==> src/rtl/multi_score_tracker.sv <==
// multi_score_tracker: whack-a-mole round controller and scorer.
// Tracks which moles are up, converts switch rising edges into hits/misses,
// and maintains score (with streak bonus), streak and miss counters.
// Optional feature: define SCORE_MISS_PENALTY_EN to make misses subtract
// from the score and break the streak.
module multi_score_tracker #(
  parameter int NUM_HOLES    = 8,
  parameter int SCORE_W      = 8,
  parameter int STREAK_W     = 4,
  parameter int BONUS_THRESH = 3
) (
  input  logic                 CLK100MHZ,
  input  logic                 reset,
  input  logic                 enable,
  input  logic                 gamestart,
  input  logic                 gameend,
  input  logic [NUM_HOLES-1:0] input_pos,
  input  logic [NUM_HOLES-1:0] switch_hit,
  output logic [NUM_HOLES-1:0] cmole,
  output logic [NUM_HOLES-1:0] molehit,
  output logic [SCORE_W-1:0]   score,
  output logic [STREAK_W-1:0]  streak,
  output logic [SCORE_W-1:0]   misses,
  output logic [1:0]           game_state
);

  // Width of a per-cycle hit/miss count.
  localparam int CNT_W      = $clog2(NUM_HOLES + 1);
  // Score update is formed two bits wider so bonus additions cannot wrap.
  localparam int SUM_W      = SCORE_W + 2;
  localparam int STK_SUM_W  = ((STREAK_W > CNT_W) ? STREAK_W : CNT_W) + 1;
  localparam int MISS_SUM_W = SCORE_W + 1;

  localparam logic [SUM_W-1:0]      SCORE_MAX_EXT  = {2'b00, {SCORE_W{1'b1}}};
  localparam logic [STK_SUM_W-1:0]  STREAK_MAX_EXT = {{(STK_SUM_W-STREAK_W){1'b0}}, {STREAK_W{1'b1}}};
  localparam logic [MISS_SUM_W-1:0] MISSES_MAX_EXT = {1'b0, {SCORE_W{1'b1}}};
  localparam logic [STREAK_W-1:0]   BONUS_TH       = STREAK_W'(BONUS_THRESH);

  typedef enum logic [1:0] {
    ST_IDLE = 2'b00,
    ST_PLAY = 2'b01,
    ST_DONE = 2'b10
  } state_t;

  // Number of set bits in a hole vector.
  function automatic logic [CNT_W-1:0] popcount(input logic [NUM_HOLES-1:0] v);
    logic [CNT_W-1:0] cnt;
    cnt = '0;
    for (int i = 0; i < NUM_HOLES; i++) begin
      cnt = cnt + CNT_W'(v[i]);
    end
    return cnt;
  endfunction

  state_t                r_state;
  state_t                w_next_state;
  logic [NUM_HOLES-1:0]  r_cmole;
  logic [NUM_HOLES-1:0]  r_molehit;
  logic [SCORE_W-1:0]    r_score;
  logic [STREAK_W-1:0]   r_streak;
  logic [SCORE_W-1:0]    r_misses;
  logic [NUM_HOLES-1:0]  r_sw_prev;

  logic [NUM_HOLES-1:0]  w_rise;
  logic [NUM_HOLES-1:0]  w_hits;
  logic [NUM_HOLES-1:0]  w_miss;
  logic [CNT_W-1:0]      w_hit_cnt;
  logic [CNT_W-1:0]      w_miss_cnt;
  logic [CNT_W-1:0]      w_bonus;
  logic [SUM_W-1:0]      w_score_gain;
  logic [SUM_W-1:0]      w_score_net;
  logic [SCORE_W-1:0]    w_score_clamped;
  logic [STREAK_W-1:0]   w_streak_base;
  logic [STK_SUM_W-1:0]  w_streak_sum;
  logic [STREAK_W-1:0]   w_streak_sat;
  logic [MISS_SUM_W-1:0] w_misses_sum;
  logic [SCORE_W-1:0]    w_misses_sat;

  logic [NUM_HOLES-1:0]  w_cmole_n;
  logic [NUM_HOLES-1:0]  w_molehit_n;
  logic [SCORE_W-1:0]    w_score_n;
  logic [STREAK_W-1:0]   w_streak_n;
  logic [SCORE_W-1:0]    w_misses_n;

  // Only a fresh press counts; a held switch has its previous level set.
  assign w_rise     = switch_hit & ~r_sw_prev;
  assign w_hits     = w_rise & r_cmole;
  assign w_miss     = w_rise & ~r_cmole;
  assign w_hit_cnt  = popcount(w_hits);
  assign w_miss_cnt = popcount(w_miss);
  // Every hit is doubled once the streak (before this update) is hot.
  assign w_bonus    = (r_streak >= BONUS_TH) ? w_hit_cnt : {CNT_W{1'b0}};

  assign w_score_gain = SUM_W'(r_score) + SUM_W'(w_hit_cnt) + SUM_W'(w_bonus);

`ifdef SCORE_MISS_PENALTY_EN
  // Misses are netted against this cycle's gain, floored at zero.
  assign w_score_net   = (w_score_gain >= SUM_W'(w_miss_cnt)) ?
                         (w_score_gain - SUM_W'(w_miss_cnt)) : {SUM_W{1'b0}};
  // Any miss breaks the streak; same-cycle hits start a new one.
  assign w_streak_base = (w_miss_cnt != {CNT_W{1'b0}}) ? {STREAK_W{1'b0}} : r_streak;
`else
  assign w_score_net   = w_score_gain;
  assign w_streak_base = r_streak;
`endif

  assign w_score_clamped = (w_score_net > SCORE_MAX_EXT) ? {SCORE_W{1'b1}} : w_score_net[SCORE_W-1:0];
  assign w_streak_sum    = STK_SUM_W'(w_streak_base) + STK_SUM_W'(w_hit_cnt);
  assign w_streak_sat    = (w_streak_sum > STREAK_MAX_EXT) ? {STREAK_W{1'b1}} : w_streak_sum[STREAK_W-1:0];
  assign w_misses_sum    = MISS_SUM_W'(r_misses) + MISS_SUM_W'(w_miss_cnt);
  assign w_misses_sat    = (w_misses_sum > MISSES_MAX_EXT) ? {SCORE_W{1'b1}} : w_misses_sum[SCORE_W-1:0];

  // Game state register; reset overrides every other input.
  always_ff @(posedge CLK100MHZ) begin
    if (reset) begin
      r_state <= ST_IDLE;
    end else begin
      r_state <= w_next_state;
    end
  end

  // Next game state; dropping gamestart wins over gameend.
  always_comb begin
    w_next_state = r_state;
    case (r_state)
      ST_IDLE: begin
        if (gamestart) w_next_state = ST_PLAY;
        else           w_next_state = ST_IDLE;
      end
      ST_PLAY: begin
        if (!gamestart)   w_next_state = ST_IDLE;
        else if (gameend) w_next_state = ST_DONE;
        else              w_next_state = ST_PLAY;
      end
      ST_DONE: begin
        if (!gamestart) w_next_state = ST_IDLE;
        else            w_next_state = ST_DONE;
      end
      default: w_next_state = ST_IDLE;
    endcase
  end

  // Next values of the board and counters for the current state.
  always_comb begin
    w_cmole_n   = r_cmole;
    w_molehit_n = {NUM_HOLES{1'b0}};
    w_score_n   = r_score;
    w_streak_n  = r_streak;
    w_misses_n  = r_misses;
    case (r_state)
      ST_IDLE: begin
        w_cmole_n = {NUM_HOLES{1'b0}};
        if (w_next_state == ST_PLAY) begin
          w_score_n  = {SCORE_W{1'b0}};
          w_streak_n = {STREAK_W{1'b0}};
          w_misses_n = {SCORE_W{1'b0}};
        end else begin
          w_score_n  = r_score;
          w_streak_n = r_streak;
          w_misses_n = r_misses;
        end
      end
      ST_PLAY: begin
        if (w_next_state != ST_PLAY) begin
          // Leaving play: board goes dark, counters freeze.
          w_cmole_n = {NUM_HOLES{1'b0}};
        end else if (enable) begin
          // New pattern; presses this cycle are discarded.
          w_cmole_n = input_pos;
          if (r_cmole != {NUM_HOLES{1'b0}}) w_streak_n = {STREAK_W{1'b0}};
          else                              w_streak_n = r_streak;
        end else begin
          w_cmole_n   = r_cmole & ~w_hits;
          w_molehit_n = w_hits;
          w_score_n   = w_score_clamped;
          w_streak_n  = w_streak_sat;
          w_misses_n  = w_misses_sat;
        end
      end
      ST_DONE: begin
        w_cmole_n = {NUM_HOLES{1'b0}};
      end
      default: begin
        w_cmole_n = {NUM_HOLES{1'b0}};
      end
    endcase
  end

  // Board, counters and switch history registers.
  always_ff @(posedge CLK100MHZ) begin
    if (reset) begin
      r_cmole   <= {NUM_HOLES{1'b0}};
      r_molehit <= {NUM_HOLES{1'b0}};
      r_score   <= {SCORE_W{1'b0}};
      r_streak  <= {STREAK_W{1'b0}};
      r_misses  <= {SCORE_W{1'b0}};
      r_sw_prev <= {NUM_HOLES{1'b1}};
    end else begin
      r_cmole   <= w_cmole_n;
      r_molehit <= w_molehit_n;
      r_score   <= w_score_n;
      r_streak  <= w_streak_n;
      r_misses  <= w_misses_n;
      r_sw_prev <= switch_hit;
    end
  end

  assign cmole      = r_cmole;
  assign molehit    = r_molehit;
  assign score      = r_score;
  assign streak     = r_streak;
  assign misses     = r_misses;
  assign game_state = r_state;

endmodule

==> config.mk <==
export PLATFORM = sky130hd
export DESIGN_NAME = multi_score_tracker
export DESIGN_NICKNAME = d
export VERILOG_FILES = /design/src/rtl/multi_score_tracker.sv
export SDC_FILE = /design/constraint.sdc
export NUM_CORES = 1
export LEC_CHECK = 0
export CELL_PAD_IN_SITES_DETAIL_PLACEMENT = 1
export CELL_PAD_IN_SITES_GLOBAL_PLACEMENT = 1
export CORE_MARGIN = 4
export CORE_UTILIZATION = 38
export DETAILED_ROUTE_END_ITERATION = 8
export PLACE_DENSITY = 0.77
export SLEW_MARGIN = 40
export SYNTH_ARGS = -nofsm -noshare
export SYNTH_HDL_FRONTEND = slang
export SYNTH_SLANG_ARGS = --single-unit
export TNS_END_PERCENT = 50
==> constraint.sdc <==
create_clock -name CLK100MHZ -period 7.1 [get_ports CLK100MHZ]
set_clock_uncertainty 0.05 [all_clocks]
set_input_delay 1.065 -clock CLK100MHZ [delete_from_list [all_inputs] [get_ports CLK100MHZ]]
set_output_delay 1.065 -clock CLK100MHZ [all_outputs]
set_load 0.02 [all_outputs]
==> flow_summary.json, run 1 <==
{
  "grt.busiest_layer": "met2",
  "fin_nets": 409,
  "setup-tns-final_ps": 0,
  "drive_gt1_share_pct": 6.16,
  "grt_usage_pct": 17.6,
  "cp_data_required_time_ps": 7250,
  "crit_fanout": 4,
  "io_buffers": 58,
  "setup_viol": 0,
  "grt-ovfl-total": 0,
  "clk_pin_slew_worst_paths_ps": 100,
  "yosys_warnings": 0,
  "grt.met1_usage_pct": 23.5,
  "synth_flop_cell": "dfxtp_1",
  "status": "complete, no violations",
  "drt.antenna.violating_nets": 0,
  "min_period_ps": 6060,
  "relSlewSlack_pct": 52.2,
  "max_cap_viol_count": 0,
  "final_core_util_pct": 50.1,
  "num_rows": 30,
  "grt_use_met2_pct": 29.6,
  "p_leak_nw": 1.41,
  "pin_count": 59,
  "dp_hpwl_um": 5550,
  "syn_area_um2": 2670,
  "fp.dieH_um": 91.8,
  "clk_path_buf_depth": 2,
  "grt_max_degree": 21,
  "critPathArrivalTime_ps": 6200,
  "clock_sinks": 46,
  "insertion_delay_ps": 300,
  "cts_setup_buffers": 0,
  "synth_edf_count": 0,
  "ys_seq_area_share_pct": 34.5,
  "p_per_area_nw_per_um2": 141,
  "dieArea_um2": 8440,
  "avgSynthCellArea_um2": 8.96,
  "antenna_cells": 0,
  "clock.fmax_mhz": 165,
  "drt_iter0_drc": 52,
  "cts_resized": 0,
  "synth_cells": 298,
  "core-area_um2": 6790,
  "drt-total-wl_um": 6920,
  "ys_ff_latch": 46,
  "die_x_um": 91.8,
  "cts_tree": "yes",
  "ctsHtreeMaxLevel": 2,
  "ir_drop_v": 0.0000886,
  "antenna_found_initial": 0,
  "use_met3_pct": 3.36,
  "worst_slew_pin_slew_ps": 715,
  "gp_congestion": 0.820,
  "worst-setup-path-type": "in -> reg",
  "ys_async_sr_fraction_pct": 0,
  "vias_per_cell": 5.02,
  "hold_class": "reg -> reg",
  "drtPass1Iterations": 4,
  "grt_pass1_vias": 2446,
  "maxSlewViolCount": 0,
  "grt_pass1_wl_um": 12000,
  "detail_route.wl_per_cell_um": 15.3,
  "holdBufCountCts": 0,
  "start_util_pct": 39.3,
  "via_count": 2275,
  "end_kind": "register",
  "ys_types": 45,
  "final_min_period_over_clock_period_pct": 85.3,
  "root_buffer": "clkbuf_8",
  "rsz0062_at_grt": "false",
  "syn_to_final_growth_pct": 27.3,
  "finalHoldViolations": 0,
  "syn-num-nets": 351,
  "cts_buffers": 5,
  "drt_drc_violations_left": 0,
  "critPathLaunchType": "input port"
}
[worst paths after layout]
check / from / end / slack (ps) / cells after the start
setup / recovery: switch_hit[3] / score[7] / 1040 / 19
hold / removal: misses[2] / misses[2] / 450 / 1
setup reg to reg: r_sw_prev[3] / score[7] / 1980 / 18
hold reg to reg: misses[2] / misses[2] / 450 / 1
[cells in the final DEF (no fill, tap or decap), types with 2 or more instances in the layout]
cell | synthesis | layout
inv_1 | 32 | 32
a22o_1 | 3 | 3
xnor2_1 | 2 | 2
nand2_1 | 23 | 23
and2_1 | 6 | 6
o211ai_1 | 2 | 2
a211oi_1 | 3 | 3
a31oi_1 | 5 | 5
nor3b_1 | 6 | 6
xor2_1 | 2 | 2
nand2b_1 | 11 | 11
a21o_1 | 8 | 8
clkinvlp_4 | 0 | 2
dfxtp_1 | 46 | 46
or2_2 | 8 | 8
clkbuf_8 | 0 | 5
clkdlybuf4s50_1 | 0 | 57
fa_1 | 15 | 15
nand3_1 | 2 | 2
o21ai_0 | 9 | 9
o221ai_1 | 2 | 2
a21oi_1 | 27 | 27
nor2b_1 | 10 | 10
a41o_1 | 2 | 2
o21bai_1 | 2 | 2
and3_1 | 2 | 2
nor3_1 | 3 | 3
a22oi_1 | 3 | 3
nor2_1 | 26 | 26
ha_1 | 17 | 17
[cell type report]
cell class	count	area, um^2
multi-input cells	213	1570
clock buffers	5	68.8
repair buffers	58	576
inverters	32	120
clock inverters	3	23.8
flip-flops and latches	46	921
well taps	96	120
fillers	819	3390
[Yosys cell counts, types with 2 or more instances]
| library cell | n | area [um^2] |
|---|---|---|
| ha_1 | 17 | 213 |
| xnor2_1 | 2 | 17.5 |
| nor2b_1 | 10 | 62.6 |
| a31oi_1 | 5 | 31.3 |
| nor2_1 | 26 | 97.6 |
| nand2_1 | 23 | 86.3 |
| nor3_1 | 3 | 15.0 |
| clkbuf_1 | 3 | 11.3 |
| o221ai_1 | 2 | 17.5 |
| a21oi_1 | 27 | 135 |
| o21ai_0 | 9 | 45.0 |
| and3_1 | 2 | 12.5 |
| a22o_1 | 3 | 26.3 |
| and2_1 | 6 | 37.5 |
| a211oi_1 | 3 | 22.5 |
| a21o_1 | 8 | 60.1 |
| o211ai_1 | 2 | 15.0 |
| a22oi_1 | 3 | 22.5 |
| nand2b_1 | 11 | 68.8 |
| buf_6 | 2 | 22.5 |
| nor3b_1 | 6 | 45.0 |
| inv_1 | 32 | 120 |
| o21bai_1 | 2 | 15.0 |
| xor2_1 | 2 | 17.5 |
| dfxtp_1 | 46 | 921 |
| or2_2 | 8 | 50.1 |
| a41o_1 | 2 | 20.0 |
| fa_1 | 15 | 300 |
| nand3_1 | 2 | 10.0 |
[critical path: stages]
cell and delay, ps:
clkdlybuf4s50_1 460, nor2b_1 220, and2_1 230, fa_1 450, inv_1 80, fa_1 420
fa_1 490, inv_1 40, ha_1 200, fa_1 590, inv_1 90, fa_1 510
inv_1 40, ha_1 220, fa_1 410, a21oi_1 220, o21bai_1 160, a41oi_1 260
a21oi_1 60
[power by group]
group	leakage, nW	total, W	internal (W)	switching (W)
registers	0.373	0.000263	0.000261	0.00000210
logic	0.998	0.0000472	0.0000233	0.0000239
clock network	0.0408	0.000170	0.0000706	0.0000998
[metrics by stage]
stage / hold slack, ps / area, um^2 / setup slack [ps] / std cells / power (W)
final: 448 / 3400 / 1040 / 453 / 0.000481
after global routing: 481 / 3400 / 724 / 453 / 0.000503
after global placement: 420 / 3310 / 885 / 445 / 0.000316
after CTS: 454 / 3410 / 1000 / 453 / 0.000489
after detailed placement: 431 / 3310 / 705 / 445 / 0.000317
after floorplan: 477 / 2670 / 1520 / 298 / 0.000296
[routing by layer]
layer	wire, um	part of all wire, %	up-vias
li1	-	-	1123
met1	3340	48	1104
met2	3260	47	41
met3	247	3.6	7
met4	68	0.98	0
met5	0	0	-
[kinds of logic after synthesis]
logic type	count (synthesis)	synth area share, %
adder cells (fa/ha/maj)	32	19.2
XOR/XNOR	4	1.31
AO/OA/AOI/OAI	73	17.6
buffers and inverters	39	6.70
flip-flops	46	34.5
AND/OR/NAND/NOR	104	20.7
[flip-flops by register name (all words and copies together), names as in the netlist]
register,flops
cmole,8
r_sw_prev,8
streak,4
game_state,2
misses,8
molehit,8
score,8
No activity file was read; power rests on OpenSTA's default activity.
==> inputs of run 2 (changes only) <==
Settings changed: CORE_MARGIN 4 to 3.
==> run 2 against run 1 <==
Sequential cell count unchanged. Clock-buffer cell count increased by 2. Final area did not move. Combinational power rose by 0.8%. First-iteration DRC count rose by 15%. Setup slack better by 9.8 ps. Clock power barely moved. Sequential power hardly changed. Highest routed layer unchanged. Die area down 4.3%. Sequential share of layout area unchanged. Largest cell class unchanged. Register-to-register slack better by 30 ps.
==> flow_summary.json, run 2 (synthesized netlist as in run 1, its figures left out) <==
{
  "root_buffer": "clkbuf_8",
  "clock.fmax_mhz": 165,
  "dpl_cell_area_um2": 3310,
  "final_area_um2": 3400,
  "p_per_area_nw_per_um2": 141,
  "grt_max_degree": 21,
  "drt.antenna.violating_nets": 0,
  "start_util_pct": 40.7,
  "fin_nets": 409,
  "cts_tree": "yes",
  "cts_setup_buffers": 0,
  "crit_fanout": 4,
  "crit_buf_inv": 5,
  "rsz0062_at_grt": "false",
  "drtPass1Iterations": 6,
  "setup-tns-final_ps": 0,
  "drive_gt1_share_pct": 5.60,
  "max_stage_delay_ps": 510,
  "fillerInstances": 794,
  "final_common_cell": "clkdlybuf4s50_1",
  "fp.dieH_um": 89.8,
  "gp_congestion": 0.791,
  "finalHoldViolations": 0,
  "die_x_um": 89.8,
  "critPathLaunchType": "input port",
  "antenna_found_initial": 0,
  "io_buffers": 58,
  "relSlewSlack_pct": 46.6,
  "grt_usage_pct": 17.8,
  "antenna_cells": 0,
  "clock_sinks": 46,
  "cpMaxStageDelayCell": "fa_1",
  "dp_hpwl_um": 5550,
  "grt_pass1_wl_um": 11800,
  "multi_input_area_um2": 1570,
  "holdBufCountCts": 0,
  "core-area_um2": 6570,
  "maxSlewViolCount": 0,
  "setup_viol": 0,
  "crit_top_cell": "fa_1",
  "clk_path_buf_depth": 2,
  "layout_common_cells": "58 x clkdlybuf4s50_1, 46 x dfxtp_1, 32 x inv_1, 27 x a21oi_1, 26 x nor2_1",
  "grt-ovfl-total": 0,
  "via_count": 2299,
  "max_cap_viol_count": 0,
  "syn_to_final_growth_pct": 27.3,
  "p_leak_nw": 1.42,
  "cts_buffers": 5,
  "num_rows": 29,
  "hold_ws_ps": 445,
  "critPathArrivalTime_ps": 6210,
  "cp_top_family": "adder cells",
  "insertion_delay_ps": 300,
  "seqCellArea_um2": 921,
  "drt-total-wl_um": 7040,
  "status": "complete, no violations",
  "clk_pin_slew_worst_paths_ps": 90,
  "drt_iter0_drc": 60,
  "detail_route.wl_per_cell_um": 15.6,
  "end_kind": "register",
  "worst_slew_pin_slew_ps": 798,
  "dieArea_um2": 8070,
  "final_min_period_over_clock_period_pct": 85.2,
  "vias_per_cell": 5.11,
  "cp_data_required_time_ps": 7260,
  "cts_resized": 0,
  "drt_drc_violations_left": 0,
  "ir_drop_v": 0.0000770,
  "hold_class": "reg -> reg",
  "pin_count": 59,
  "crit_chain": "clkdlybuf4s50_1, nor2b_1, and2_1, fa_1, inv_1, fa_1, fa_1, inv_1, ha_1, fa_1, xor2_1, inv_1, fa_1, inv_1, ha_1, a21o_1, a21oi_2, o21bai_1, a41o_1, a211oi_1",
  "min_period_ps": 6050,
  "ctsHtreeMaxLevel": 2,
  "worst-setup-path-type": "in -> reg",
  "grt_pass1_vias": 2375
}
-- run 2: changes by cell type in the layout (fill, tap and decap cells not counted), sizes merged --
cell,change
clkbuf,+2
clkinvlp,-2
buf,-1
clkdlybuf4s50,+1
clkinv,+1
inv,-1
-- run 2: worst register-to-register path, delay by kind of cell, from the launching register on --
| family | cells | cell delay (ps) |
|---|---|---|
| adder cells (fa/ha/maj) | 7 | 2710 |
| AO/OA/AOI/OAI | 5 | 990 |
| AND/OR/NAND/NOR | 2 | 430 |
| flip-flops | 1 | 300 |
| buffers and inverters | 4 | 290 |
| XOR/XNOR | 1 | 250 |
-- run 2: routing by layer --
metal	share of wire, %	vias up	wire, um	GRT usage [%]
li1	-	1121	-	-
met1	49	1122	3430	24.7
met2	47	51	3320	28.8
met3	3.4	5	242	2.84
met4	0.71	0	50	4.98
met5	0	-	0	0
-- run 2: area by class of cell --
cell class / count / share of cell area [%]
clock buffer: 7 / 2.54
clock inverter: 1 / 0.147
inverter: 32 / 3.53
multi-input combinational: 213 / 46.2
sequential: 46 / 27.1
tap: 93 / 3.42
timing repair buffer: 58 / 17.1
-- run 2: worst paths after layout --
check                    to     startpoint  cells after the start  slack [ps]
setup / recovery   score[6]  switch_hit[3]                     20        1050
hold / removal    misses[2]      misses[2]                      1         450
setup reg to reg   score[6]   r_sw_prev[3]                     19        2010
hold reg to reg   misses[2]      misses[2]                      1         450
-- run 2: power breakdown --
group | total, W | internal (W) | switching, W
combinational | 0.0000476 | 0.0000235 | 0.0000241
sequential | 0.000263 | 0.000261 | 0.00000199
clock | 0.000167 | 0.0000787 | 0.0000883
-- run 2: metrics by stage --
stage	setup slack (ps)	utilization, %	instances	total power [W]
2_1_floorplan	1520	-	298	0.000296
3_3_place_gp	897	50.4	442	0.000315
3_5_place_dp	747	50.4	442	0.000317
4_1_cts	1060	51.8	450	0.000484
5_1_grt	704	51.8	450	0.000499
6_report	1050	51.8	450	0.000478
